[src/rtl/pc_sequencer.sv]
// Program-counter owner: picks sequential, branch or jump as the next fetch address,
// drives the PC mux select and parks a redirect that arrives while fetch cannot advance.
module pc_sequencer #(
    parameter int                 WIDTH        = 32,
    parameter int                 PC_STEP      = 4,
    parameter logic [WIDTH-1:0]   RESET_VECTOR = '0
) (
    input  logic             clk,
    input  logic             reset,
    input  logic             stall,
    input  logic             imem_ready,
    input  logic             branch,
    input  logic             zero,
    input  logic             jump,
    input  logic [WIDTH-1:0] branch_target,
    input  logic [WIDTH-1:0] jump_target,
    output logic [WIDTH-1:0] pc,
    output logic [2:0]       pc_sel,
    output logic             fetch_valid,
    output logic             flush,
    output logic             align_err
);

    typedef enum logic [1:0] {
        ST_BOOT = 2'd0,
        ST_RUN  = 2'd1,
        ST_WAIT = 2'd2,
        ST_PEND = 2'd3
    } state_t;

    state_t           state_q, state_d;
    logic [WIDTH-1:0] pc_q, pc_d;
    logic [WIDTH-1:0] pend_q, pend_d;
    logic             pend_valid_q, pend_valid_d;
    logic             pend_err_q, pend_err_d;
    logic             fetch_valid_q, fetch_valid_d;
    logic             flush_q, flush_d;
    logic             align_err_q, align_err_d;

    logic             advance;
    logic             redirect;
    logic [WIDTH-1:0] target_raw;
    logic [WIDTH-1:0] target_al;
    logic             target_mis;

    assign advance    = imem_ready & ~stall;
    assign redirect   = jump | (branch & zero);
    assign target_raw = jump ? jump_target : branch_target;
    assign target_al  = {target_raw[WIDTH-1:2], 2'b00};
    assign target_mis = |target_raw[1:0];

    always_ff @(posedge clk or posedge reset) begin
        if (reset) begin
            state_q       <= ST_BOOT;
            pc_q          <= RESET_VECTOR;
            pend_q        <= '0;
            pend_valid_q  <= 1'b0;
            pend_err_q    <= 1'b0;
            fetch_valid_q <= 1'b0;
            flush_q       <= 1'b0;
            align_err_q   <= 1'b0;
        end else begin
            state_q       <= state_d;
            pc_q          <= pc_d;
            pend_q        <= pend_d;
            pend_valid_q  <= pend_valid_d;
            pend_err_q    <= pend_err_d;
            fetch_valid_q <= fetch_valid_d;
            flush_q       <= flush_d;
            align_err_q   <= align_err_d;
        end
    end

    always_comb begin
        state_d      = state_q;
        pc_d         = pc_q;
        pend_d       = pend_q;
        pend_valid_d = pend_valid_q;
        pend_err_d   = pend_err_q;
        flush_d      = 1'b0;
        align_err_d  = 1'b0;
        case (state_q)
            ST_BOOT: state_d = ST_RUN;
            ST_RUN: begin
                if (advance && redirect) begin
                    pc_d        = target_al;
                    flush_d     = 1'b1;
                    align_err_d = target_mis;
                end else if (advance) begin
                    pc_d = pc_q + WIDTH'(PC_STEP);
                end else if (redirect) begin
                    pend_d       = target_al;
                    pend_err_d   = target_mis;
                    pend_valid_d = 1'b1;
                    state_d      = ST_PEND;
                end else if (!imem_ready) begin
                    state_d = ST_WAIT;
                end
            end
            ST_WAIT: begin
                // A redirect arriving while memory is busy wins over simply resuming.
                if (redirect) begin
                    pend_d       = target_al;
                    pend_err_d   = target_mis;
                    pend_valid_d = 1'b1;
                    state_d      = ST_PEND;
                end else if (advance) begin
                    state_d = ST_RUN;
                end
            end
            ST_PEND: begin
                if (advance && pend_valid_q) begin
                    pc_d         = pend_q;
                    flush_d      = 1'b1;
                    align_err_d  = pend_err_q;
                    pend_valid_d = 1'b0;
                    state_d      = ST_RUN;
                end
            end
            default: state_d = ST_BOOT;
        endcase
        fetch_valid_d = (state_d == ST_RUN);
    end

    always_comb begin
        pc_sel = 3'b000;
        if (state_q != ST_PEND) begin
            if (jump)        pc_sel = 3'b100;
            else if (branch) pc_sel = {2'b01, zero};
        end
    end

    assign pc          = pc_q;
    assign fetch_valid = fetch_valid_q;
    assign flush       = flush_q;
    assign align_err   = align_err_q;

endmodule

[config.mk]
export PLATFORM = sky130hd
export DESIGN_NAME = pc_sequencer
export DESIGN_NICKNAME = d
export VERILOG_FILES = /design/src/rtl/pc_sequencer.sv
export SDC_FILE = /design/constraint.sdc
export NUM_CORES = 1
export LEC_CHECK = 0
export ABC_CLOCK_PERIOD_IN_PS = 2700
export CORE_MARGIN = 2
export CORE_UTILIZATION = 48
export CTS_CLUSTER_DIAMETER = 80
export DETAILED_ROUTE_END_ITERATION = 8
export GPL_ROUTABILITY_DRIVEN = 0
export PLACE_DENSITY = 0.89
export SLEW_MARGIN = 40
export SYNTH_ARGS = -nofsm -noshare
export SYNTH_HDL_FRONTEND = slang
export SYNTH_SLANG_ARGS = --single-unit
[constraint.sdc]
create_clock -name clk -period 2.7 [get_ports clk]
set_input_delay 0.54 -clock clk [delete_from_list [all_inputs] [get_ports clk]]
set_output_delay 0.54 -clock clk [all_outputs]
set_load 0.01 [all_outputs]
==> summary.md <==
| Metric | Value |
|---|---|
| Layout area overhead | `37.30%` |
| CTS Sinks | `67` |
| Die ar. | `0.008674 mm^2` |
| Reg2reg start | `pc[6]` |
| Most frequent cells in the layout | `clkdlybuf4s50_1, dfrtp_1, nor2_1` |
| Die W | `93.14 um` |
| Post-synth EDFFs | `0` |
| Max Slew Vio Count | `0` |
| Setup TNS | `0 ns` |
| Worst path buffer plus inverter count | `1` |
| Mapped Cells | `427` |
| Least-Margin Pin Slew | `0.6522 ns` |
| Core region area | `0.007727 mm^2` |
| Bufs on Longest Clock Path | `2` |
| Fillers | `552` |
| Vias in the first global route | `3837` |
| Total of max-cap violations | `0` |
| Final Cell Area | `0.005236 mm^2` |
| Max-slew headroom at the worst pin | `56.12%` |
| Commonest register cell after synthesis | `dfrtp_1` |
| Avg WL per Cell | `17.64 um` |
| Dpl cells | `628` |
| Die height | `93.14 um` |
| Worst vdd ir | `0.4945 mV` |
| Register Area | `0.001677 mm^2` |
| Final setup viols | `0` |
| # H-tree levels | `3` |
| Synth Cell Area | `0.003814 mm^2` |
| # IOs | `109` |
| PwrDens | `909.4 mW/mm^2` |
| # diodes | `0` |
| DRC violations left | `0` |
| CP Capture Type | `output port` |
| RSZ-0062 raised after global routing | `false` |
| RR Endpoint | `pc[30]` |
| Final WL | `11330 um` |
| Via Count | `3907` |
| Core Rows | `32` |
| Min-Delay Endpoint | `pc[15]` |
| CTS tree | `yes` |
| CP Launch Type | `flip-flop` |
| Leakage power | `2.104 nW` |
| GRT Total Usage | `26.31%` |
| Worst R2R Path Depth | `5` |
| Share of cells above drive strength 1 | `7.778%` |
| Largest net degree at the start of global routing | `44` |
| Asr flop ratio synth | `100.0%` |
| Worst hold path class | `flip-flop to flip-flop` |
| Critical path's slowest cell | `clkdlybuf4s50_1` |
| Tmin final | `2.537 ns` |
| Unique cell type count in the Yosys netlist | `48` |
| Initial DRC count | `381` |
| Drt pass-1 iters | `5` |
| Levels on crit path | `4` |
| Critical Path, Cell by Cell | `and2_4 -> nor3b_1 -> and2_1 -> clkdlybuf4s50_1` |
| Post-synthesis register bit count | `67` |
| Fin cells | `642` |
| Final Skew | `0.009341 ns` |
| WHS Path Cells | `2` |
| Ys Warns | `0` |
| I/O Buffers | `106` |
| Vias/cell | `6.086` |
| Hold_sp | `pend_q[15]` |
| Total gr overflow | `0` |
| Overall Power | `0.004762 W` |
| Fin. Hold Viols | `0` |
| Nets@finish | `609` |
| CP delay by family, top | `simple AND/OR/NAND/NOR gates` |
| Setup Crit Path Kind | `flip-flop to output port` |
| Initial Util | `49.35%` |
| Root Driver | `clkbuf_8` |
| Commonest non-fill, non-tap cell in the layout | `clkdlybuf4s50_1` |
| Total CTS buffers | `9` |
| Worst-path clk slew | `0.07 ns` |
| Initial antenna violation count | `0` |
| Clk Latency, worst-skew pair | `0.35 ns` |
| WP data required | `2.16 ns` |
| Crit-path max FO | `12` |
| Fmax | `394.1 MHz` |
| Avg Inst Size Synth | `8.931 um^2` |
| DP HPWL | `8108 um` |
| Largest stage delay, worst path | `0.53 ns` |
| Post-DRT Antenna Nets | `0` |
| Placed Area | `0.005051 mm^2` |
| WHS | `0.5226 ns` |
| Reg2reg setup slack | `0.46 ns` |
| Multi-input logic area | `0.002019 mm^2` |
| First-pass GRT wire length | `17840 um` |
| Status | `finished, final reports clean` |
| Final period utilization | `93.97%` |
| WP data arrival | `2.00 ns` |
| Sequential share of the synthesized area | `43.96%` |
-- flip-flops by register name, indices dropped and copies added, names as in the netlist --
name and cells:
align_err 1, fetch_valid 1, flush 1, pc 30, pend_err_q 1, pend_q 30
pend_valid_q 1, state_q 2
-- how the worst max path moves through the flow --
stage | start | end | slack [ns]
6_report | state_q[1] | pc_sel[0] | 0.16
5_1_grt | state_q[1] | pc_sel[0] | 0.09
4_1_cts | state_q[1] | pc_sel[0] | 0.003
3_5_place_dp | branch | pc_sel[0] | 0.18
3_3_place_gp | branch | pc_sel[0] | 0.24
2_1_floorplan | reset | align_err | 0.48
-- metal layers --
metal	share of wire [%]	up-vias	GRT usage (%)
met5	0	-	0
met4	3.8	0	14.83
met3	8.6	53	6.205
met2	50	218	44.02
met1	37	1864	31.11
li1	-	1772	-
-- cells by family (layout without fill, tap and decap cells) --
| group | after synthesis | count (layout) | synth area share, % |
|---|---|---|---|
| AOI/OAI and AO/OA | 113 | 113 | 17.98 |
| xor gates and xnor gates | 24 | 24 | 5.512 |
| adders and majority gates | 1 | 1 | 0.3280 |
| buffers and inverters | 32 | 144 | 3.445 |
| DFF | 67 | 67 | 43.96 |
| muxes | 32 | 32 | 8.497 |
| other | 1 | 2 | 0.09833 |
| and+or+nand+nor | 157 | 157 | 20.18 |
-- synth_stat cells, types with 2 or more instances --
cell type	instances	share of area, %
xor2_1	11	2.5
nand4_1	8	1.3
and2_1	3	0.49
nor4_1	4	0.66
o22ai_1	2	0.33
o221ai_1	2	0.46
a221oi_1	16	3.7
and3_1	4	0.66
clkbuf_1	17	1.7
nand2_1	27	2.7
o21ai_0	26	3.4
a311oi_1	2	0.46
mux2_2	3	0.89
dfrtp_1	67	44
xnor2_1	13	3.0
nand2b_1	2	0.33
inv_1	5	0.49
or4_1	2	0.39
a21oi_1	48	6.3
nand3_1	29	3.8
nor2b_1	3	0.49
nor2_1	59	5.8
buf_4	2	0.39
nor3_1	8	1.0
and4_1	2	0.46
o21ai_1	3	0.39
o211ai_1	5	0.98
mux2i_1	29	7.6
buf_2	2	0.26
buf_1	5	0.49
-- through the flow --
step	setup WS (ns)	util (%)
2_1_floorplan	0.4768	-
3_3_place_gp	0.2380	65.37
3_5_place_dp	0.1776	65.37
4_1_cts	0.002651	67.73
5_1_grt	0.08984	67.76
6_report	0.1628	67.76
-- timing repair --
| item | in CTS | in global routing |
|---|---|---|
| setup endpoints to repair | 0 | 1 |
| hold buffers | 0 | 0 |
| buffers inserted | 0 | 0 |
| endpoints found under the hold margin | 0 | 0 |
| resized for setup | 0 | 2 |
-- where the power goes --
part | switching [W] | internal [W] | leakage (nW) | total, W
Sequential | 0.000550 | 0.00147 | 0.777 | 0.00202
Combinational | 0.000900 | 0.00102 | 1.24 | 0.00192
Clock | 0.000379 | 0.000443 | 0.0885 | 0.000822
Total | 0.00183 | 0.00293 | 2.10 | 0.00476
-- area by class of cell --
class | instances | area share [%]
repair buffers | 125 | 23.13
well taps | 102 | 2.437
multi-input cells | 329 | 38.57
clock inverters | 2 | 0.7168
inverters | 5 | 0.3584
flip-flops and latches | 67 | 32.02
clock buffers | 12 | 2.772
-- worst reg2reg max path, stage by stage, from the launching register on --
cell and delay (ns):
dfrtp_1 0.52, nand4_4 0.22, or4_1 0.77, nor4_4 0.35
xnor2_1 0.17, o21ai_2 0.07
(Power assumes the default switching activity.)
